**config.mk**
```make
export PLATFORM = sky130hd
export DESIGN_NAME = slave_out_port_pkt_flat
export DESIGN_NICKNAME = d
export VERILOG_FILES = /design/src/rtl/slave_port_pkg.sv /design/src/rtl/slave_out_port_pkt_if.sv /design/src/rtl/sync_fifo.sv /design/src/rtl/slave_out_port_pkt.sv /design/src/flat_wrapper.sv
export SDC_FILE = /design/constraint.sdc
export NUM_CORES = 1
export LEC_CHECK = 0
export BUFFER_PORTS_ARGS = -buffer_cell sky130_fd_sc_hd__buf_2
export CORE_MARGIN = 5
export CORE_UTILIZATION = 53
export CTS_CLUSTER_SIZE = 20
export DETAILED_ROUTE_END_ITERATION = 6
export PLACE_DENSITY_LB_ADDON = 0.25
export RECOVER_POWER = 100
export SLEW_MARGIN = 20
export SYNTH_ARGS = -nofsm -noshare
export SYNTH_HDL_FRONTEND = slang
export SYNTH_SLANG_ARGS = --single-unit
```
**constraint.sdc**
```tcl
create_clock -name clk -period 2.05 [get_ports clk]
set_input_delay 0.3075 -clock clk [delete_from_list [all_inputs] [get_ports clk]]
set_output_delay 0.3075 -clock clk [all_outputs]
set_load 0.1 [all_outputs]
```
**src/rtl/slave_port_pkg.sv**
```systemverilog
// Shared definitions for the slave-side serial port blocks: FSM encoding and default sizes.
package slave_port_pkg;

  localparam int unsigned DEFAULT_DATA_WIDTH = 8;
  localparam int unsigned DEFAULT_FIFO_DEPTH = 4;

  typedef enum logic [1:0] {
    IDLE  = 2'd0,
    START = 2'd1,
    DATA  = 2'd2,
    DONE  = 2'd3
  } tx_state_e;

endpackage

```
**src/rtl/slave_out_port_pkt_if.sv**
```systemverilog
// Bus bundle between the slave core / master return path and the serial output port.
interface slave_out_port_pkt_if
  import slave_port_pkg::*;
#(
  parameter int unsigned DATA_WIDTH = DEFAULT_DATA_WIDTH,
  parameter int unsigned FIFO_DEPTH = DEFAULT_FIFO_DEPTH
) ();

  logic [DATA_WIDTH-1:0]         data_in;
  logic                          slave_valid;
  logic                          slave_ready;
  logic                          master_ready;
  logic                          tx_data;
  logic                          tx_busy;
  logic                          tx_done;
  logic [$clog2(FIFO_DEPTH):0]   fifo_count;

  // Port view: takes words and master flow control, drives the serial line and status.
  modport slave (
    input  data_in, slave_valid, master_ready,
    output slave_ready, tx_data, tx_busy, tx_done, fifo_count
  );

  // Environment view: slave core plus master receiver.
  modport master (
    output data_in, slave_valid, master_ready,
    input  slave_ready, tx_data, tx_busy, tx_done, fifo_count
  );

endinterface

```
**src/rtl/sync_fifo.sv**
```systemverilog
// Single-clock FIFO with occupancy count; head word is presented on dout without a pop.
module sync_fifo #(
  parameter int unsigned WIDTH = 8,
  parameter int unsigned DEPTH = 4
) (
  input  logic                     clk,
  input  logic                     reset,
  input  logic                     push,
  input  logic                     pop,
  input  logic [WIDTH-1:0]         din,
  output logic [WIDTH-1:0]         dout,
  output logic [$clog2(DEPTH):0]   count,
  output logic                     full,
  output logic                     empty
);

  localparam int unsigned AW = $clog2(DEPTH);
  localparam int unsigned CW = AW + 1;

  logic [WIDTH-1:0] mem [DEPTH];
  logic [AW-1:0]    wr_ptr;
  logic [AW-1:0]    rd_ptr;
  logic             do_push;
  logic             do_pop;

  // Full/empty come from the registered count only, so a same-cycle pop never frees a slot early.
  assign full    = (count == CW'(DEPTH));
  assign empty   = (count == '0);
  assign do_push = push && !full;
  assign do_pop  = pop && !empty;
  assign dout    = mem[rd_ptr];

  always_ff @(posedge clk or posedge reset) begin
    if (reset) begin
      wr_ptr <= '0;
      rd_ptr <= '0;
      count  <= '0;
    end else begin
      if (do_push) wr_ptr <= wr_ptr + AW'(1);
      if (do_pop)  rd_ptr <= rd_ptr + AW'(1);
      count <= count + CW'(do_push) - CW'(do_pop);
    end
  end

  always_ff @(posedge clk) begin
    if (do_push) mem[wr_ptr] <= din;
  end

endmodule

```
**src/rtl/slave_out_port_pkt.sv**
```systemverilog
// Buffered slave output port: queues parallel words and serialises them onto a 1-bit line,
// with optional start bit, selectable bit order and master back-pressure.
module slave_out_port_pkt
  import slave_port_pkg::*;
#(
  parameter int unsigned DATA_WIDTH = DEFAULT_DATA_WIDTH,
  parameter int unsigned FIFO_DEPTH = DEFAULT_FIFO_DEPTH,
  parameter bit          MSB_FIRST  = 1'b0,
  parameter bit          START_BIT  = 1'b1
) (
  input  logic                  clk,
  input  logic                  reset,
  slave_out_port_pkt_if.slave   bus
);

  localparam int unsigned BCW = $clog2(DATA_WIDTH);
  localparam int unsigned CW  = $clog2(FIFO_DEPTH) + 1;

  tx_state_e             state_q, state_d;
  logic [DATA_WIDTH-1:0] shift_q, shift_d, shift_adv;
  logic [BCW-1:0]        bit_cnt_q, bit_cnt_d;
  logic                  tx_data_q, tx_data_d;
  logic                  tx_busy_q, tx_busy_d;
  logic                  tx_done_q, tx_done_d;
  logic                  pop;
  logic [DATA_WIDTH-1:0] fifo_dout;
  logic [CW-1:0]         fifo_count;
  logic                  fifo_full;
  logic                  fifo_empty;

  sync_fifo #(
    .WIDTH (DATA_WIDTH),
    .DEPTH (FIFO_DEPTH)
  ) u_fifo (
    .clk   (clk),
    .reset (reset),
    .push  (bus.slave_valid),
    .pop   (pop),
    .din   (bus.data_in),
    .dout  (fifo_dout),
    .count (fifo_count),
    .full  (fifo_full),
    .empty (fifo_empty)
  );

  assign bus.slave_ready = !fifo_full;
  assign bus.fifo_count  = fifo_count;
  assign bus.tx_data     = tx_data_q;
  assign bus.tx_busy     = tx_busy_q;
  assign bus.tx_done     = tx_done_q;

  // The bit on the wire is always the leading end of the shift register.
  function automatic logic lead_bit(input logic [DATA_WIDTH-1:0] w);
    return MSB_FIRST ? w[DATA_WIDTH-1] : w[0];
  endfunction

  assign shift_adv = MSB_FIRST ? {shift_q[DATA_WIDTH-2:0], 1'b0}
                               : {1'b0, shift_q[DATA_WIDTH-1:1]};

  // Next-state and next-output logic; outputs are computed one cycle ahead and registered.
  always_comb begin
    state_d   = state_q;
    shift_d   = shift_q;
    bit_cnt_d = bit_cnt_q;
    tx_data_d = tx_data_q;
    tx_busy_d = tx_busy_q;
    tx_done_d = 1'b0;
    pop       = 1'b0;
    case (state_q)
      IDLE: begin
        tx_data_d = 1'b0;
        tx_busy_d = 1'b0;
        if (!fifo_empty && bus.master_ready) begin
          pop       = 1'b1;
          shift_d   = fifo_dout;
          bit_cnt_d = '0;
          tx_busy_d = 1'b1;
          if (START_BIT) begin
            state_d   = START;
            tx_data_d = 1'b1;
          end else begin
            state_d   = DATA;
            tx_data_d = lead_bit(fifo_dout);
          end
        end
      end
      START: begin
        if (bus.master_ready) begin
          state_d   = DATA;
          tx_data_d = lead_bit(shift_q);
        end
      end
      DATA: begin
        if (bus.master_ready) begin
          if (bit_cnt_q == BCW'(DATA_WIDTH - 1)) begin
            state_d   = DONE;
            tx_data_d = 1'b0;
            tx_busy_d = 1'b0;
            tx_done_d = 1'b1;
          end else begin
            bit_cnt_d = bit_cnt_q + BCW'(1);
            shift_d   = shift_adv;
            tx_data_d = lead_bit(shift_adv);
          end
        end
      end
      DONE: begin
        state_d   = IDLE;
        tx_data_d = 1'b0;
        tx_busy_d = 1'b0;
      end
      default: begin
        state_d   = IDLE;
        tx_data_d = 1'b0;
        tx_busy_d = 1'b0;
      end
    endcase
  end

  always_ff @(posedge clk or posedge reset) begin
    if (reset) begin
      state_q   <= IDLE;
      shift_q   <= '0;
      bit_cnt_q <= '0;
      tx_data_q <= 1'b0;
      tx_busy_q <= 1'b0;
      tx_done_q <= 1'b0;
    end else begin
      state_q   <= state_d;
      shift_q   <= shift_d;
      bit_cnt_q <= bit_cnt_d;
      tx_data_q <= tx_data_d;
      tx_busy_q <= tx_busy_d;
      tx_done_q <= tx_done_d;
    end
  end

endmodule

```
**src/flat_wrapper.sv**
```systemverilog
// flat-port wrapper written by rule: the top's interface ports become plain ports
module slave_out_port_pkt_flat import slave_port_pkg::*;
#(
  parameter int unsigned DATA_WIDTH = DEFAULT_DATA_WIDTH,
  parameter int unsigned FIFO_DEPTH = DEFAULT_FIFO_DEPTH,
  parameter bit          MSB_FIRST  = 1'b0,
  parameter bit          START_BIT  = 1'b1
)
  (clk, reset, bus_data_in, bus_slave_valid, bus_master_ready, bus_slave_ready, bus_tx_data, bus_tx_busy, bus_tx_done, bus_fifo_count);
  slave_out_port_pkt_if #(.DATA_WIDTH(DATA_WIDTH), .FIFO_DEPTH(FIFO_DEPTH)) bus_i ();
  input  logic clk;
  input  logic reset;
  input wire logic [$bits(bus_i.data_in)-1:0] bus_data_in;
  input wire logic [$bits(bus_i.slave_valid)-1:0] bus_slave_valid;
  input wire logic [$bits(bus_i.master_ready)-1:0] bus_master_ready;
  output wire logic [$bits(bus_i.slave_ready)-1:0] bus_slave_ready;
  output wire logic [$bits(bus_i.tx_data)-1:0] bus_tx_data;
  output wire logic [$bits(bus_i.tx_busy)-1:0] bus_tx_busy;
  output wire logic [$bits(bus_i.tx_done)-1:0] bus_tx_done;
  output wire logic [$bits(bus_i.fifo_count)-1:0] bus_fifo_count;
  assign bus_i.data_in = bus_data_in;
  assign bus_i.slave_valid = bus_slave_valid;
  assign bus_i.master_ready = bus_master_ready;
  assign bus_slave_ready = bus_i.slave_ready;
  assign bus_tx_data = bus_i.tx_data;
  assign bus_tx_busy = bus_i.tx_busy;
  assign bus_tx_done = bus_i.tx_done;
  assign bus_fifo_count = bus_i.fifo_count;
  slave_out_port_pkt #(.DATA_WIDTH(DATA_WIDTH), .FIFO_DEPTH(FIFO_DEPTH), .MSB_FIRST(MSB_FIRST), .START_BIT(START_BIT)) u_core (.clk(clk), .reset(reset), .bus(bus_i));
endmodule
```
==> impl_metrics.toml <==
[critical_path]
critical_path.cell_chain = "o31ai_4 -> nor2_2 -> ha_1 -> inv_1 -> ha_2 -> fa_2 -> xnor2_2 -> xnor2_1"
crit_slowest_cell = "dfrtp_4"
r2r-start = "u_core.u_fifo.count[0]$_DFF_PP0_"
crit_family = "adder cells"
crit_path_end_kind = "register"
crit_type = "register to register"
slowest_delay_ps = 520
worstPathMaxFanout = 3
reg2reg_to = "u_core.u_fifo.count[2]$_DFF_PP0_"
worst-path-buf-inv = 1
arrival_ps = 2270
required_ps = 2250
r2r_cells = 8
worst_setup_path_start_kind = "register"
r2r_setup_slack_ps = -20

[yosys]
synth-edff-count = 32
ys_seq_elements = 55
synthCells = 178
ys_warn_count = 0
async_flop_share_pct = 41.8
syn-num-nets = 205
yosysSeqAreaShare_pct = 61.2
syn_area_um2 = 2510
synth_cell_types = 36
synth_area_per_cell_um2 = 14.1
synth_ff_type = "edfxtp_1"

[layout]
final_util_pct = 60.7
layout.nets = 233
n_antenna_cell = 0
layout-drive-gt1-share_pct = 29.5
final_cell_mix = "32 x edfxtp_1, 20 x dfrtp_1, 15 x mux2_2"
mostFrequentLayoutCell = "edfxtp_1"
fill_cells = 347
synthToLayoutAreaGrowth_pct = 12.5

[clock_tree]
cts_sinks = 55
cts-buffers-inserted = 5
clk_latency_ps = 300
root_buffer = "clkbuf_8"
cts_buffer_depth = 2
cts_tree = "yes"
clkTransAtPathRegs_ps = 90
htreeDepth = 2
ctsHoldBuffers = 0

[drt]
drt_wl_total_mm = 4.31
drtAntennaViolNets = 0
dr.pass1.iters = 4
vias_per_cell = 5.43
drtIter0Drc = 77
route.vias.total = 1417
avgRoutedWirePerCell_um = 16.5
drc = 0

[sta]
rsz0062_at_grt = "yes"
skew_ps = 4.06
slew_viol_final = 0
fin_setup_tns_ps = -22.5
relSlewSlack_pct = 22.5
setup_ws_ps = -22.5
period_needed_ps = 2070
finalSetupViolCount = 1
hold_viol = 0
finalCritPeriodShare_pct = 101
max_freq_mhz = 483
tightestPinTransition_ps = 1170

[pwr]
leakage_nw = 1.14
power.total_mw = 4.59
power.switching_mw = 1.91
p_comb_share_pct = 49.0
p_sw_share_pct = 41.7
p_int_mw = 2.67
vdd_drop_max_v = 0.00136
clkPwrFrac_pct = 12.4
power.density_nw_per_um2 = 1620
power_frac_seq_pct = 38.5

[grt]
grt_start_max_net_pins = 24
overflow = 0
grt_pass1_wl_mm = 7.30
grt.total_usage_pct = 15.3
grt_pass1_vias = 1507
antenna_found_initial = 0

[die]
die_h_um = 78.9
fp.dieW_um = 78.9
rows = 25
io_pins = 19
die_area_um2 = 6220
core_area_um2 = 4660
start_util_pct = 53.9

[outcome]
failed_checks = "negative setup slack"
status = "finished with violations"

[worst_hold_path]
hold_class = "input port to async pin"

[run]
max_cap_violations = 0

[placement]
post-dp-hpwl_mm = 3.08
portBuffers = 18
place.gp.congestion = 0.838
[cell families (layout without fill, tap and decap cells)]
logic type / Yosys count / in the layout / share of synthesized area (%)
AOI/OAI and AO/OA: 29 / 29 / 10.0
xor gates and xnor gates: 5 / 5 / 1.74
adders and majority gates: 15 / 15 / 7.77
buffers and inverters: 17 / 46 / 3.24
DFF: 55 / 55 / 61.2
muxes: 17 / 17 / 8.07
and+or+nand+nor: 40 / 40 / 8.02
[synth_stat cells (2+ instances only)]
| library cell | instances | area [um2] |
|---|---|---|
| edfxtp_1 | 32 | 961 |
| dfrtp_1 | 23 | 576 |
| mux2_2 | 15 | 169 |
| nand2_1 | 15 | 56.3 |
| ha_1 | 14 | 175 |
| inv_1 | 10 | 37.5 |
| nor2b_1 | 8 | 50.1 |
| o22ai_1 | 7 | 43.8 |
| and3_1 | 5 | 31.3 |
| nor2_1 | 5 | 18.8 |
| o21ai_0 | 5 | 25.0 |
| o31ai_2 | 5 | 62.6 |
| nand2b_1 | 4 | 25.0 |
| xnor2_1 | 4 | 35.0 |
| buf_2 | 2 | 10.0 |
| buf_4 | 2 | 15.0 |
| clkbuf_1 | 2 | 7.51 |
| o31ai_1 | 2 | 15.0 |
[per-layer routing]
metal / vias to the layer above / share of wire [%] / routed length (um) / global-route usage, %
li1: 694 / - / - / -
met3: 7 / 2.8 / 121 / 2.49
met1: 689 / 45 / 1960 / 20.4
met2: 27 / 51 / 2180 / 26.1
met4: 0 / 1.2 / 50 / 4.12
met5: - / 0 / 0 / 0
[flip-flops by register name, summed over array words and instances, names as in the netlist]
register	count
u_core.u_fifo.rd_ptr	2
u_core.shift_q	8
u_core.u_fifo.wr_ptr	2
u_core.bit_cnt_q	3
u_core.state_q	2
u_core.bus.tx_data	1
u_core.u_fifo.count	3
u_core.bus.tx_done	1
u_core.u_fifo.mem	32
u_core.bus.tx_busy	1
[timing repair]
item	in CTS	in global routing
setup buffers	3	1
setup endpoints to repair	1	1
cloned	0	0
gates resized for setup	1	0
pin swaps	1	0
[stage by stage]
step                area (um2)  hold WS (ps)  setup slack, ps  cells
floorplan                 2560           309             -277    178
finish                    2830           179            -22.5    261
global route              2830           267            -85.8    261
global placement          2720           460             27.2    249
CTS                       2830           205            -42.8    260
detailed placement        2720           470            -53.4    249
[cell type report]
class / count / area, um2 / share of cell area (%)
timing repair buffer: 28 / 154 / 5.44
sequential: 55 / 1550 / 54.7
multi-input combinational: 106 / 936 / 33.1
clock buffer: 6 / 72.6 / 2.57
inverter: 10 / 37.5 / 1.33
tap: 54 / 67.6 / 2.39
clock inverter: 2 / 12.5 / 0.442
[power groups by stage]
stage	Clock (mW)	Combinational, mW	Sequential [mW]
after floorplan	0	1.44	2.11
after global placement	0	2.10	1.77
after detailed placement	0	2.20	1.80
after CTS	0.587	2.28	1.77
after global routing	0.631	2.48	1.81
final	0.571	2.25	1.77
[how the worst max path moves through the flow]
stage / to / from / slack (ps) / depth (start not counted)
2_1_floorplan: u_core.u_fifo.count[2]$_DFF_PP0_ / u_core.u_fifo.count[2]$_DFF_PP0_ / -280 / 8
3_3_place_gp: u_core.u_fifo.count[2]$_DFF_PP0_ / u_core.u_fifo.count[2]$_DFF_PP0_ / 30 / 8
3_5_place_dp: u_core.u_fifo.count[2]$_DFF_PP0_ / u_core.u_fifo.count[2]$_DFF_PP0_ / -50 / 8
4_1_cts: u_core.u_fifo.count[2]$_DFF_PP0_ / u_core.u_fifo.count[0]$_DFF_PP0_ / -40 / 8
5_1_grt: u_core.u_fifo.count[2]$_DFF_PP0_ / u_core.state_q[1]$_DFFE_PP0P_ / -90 / 10
6_report: u_core.u_fifo.count[2]$_DFF_PP0_ / u_core.u_fifo.count[0]$_DFF_PP0_ / -20 / 8
Power figures use the tool's default switching activity.
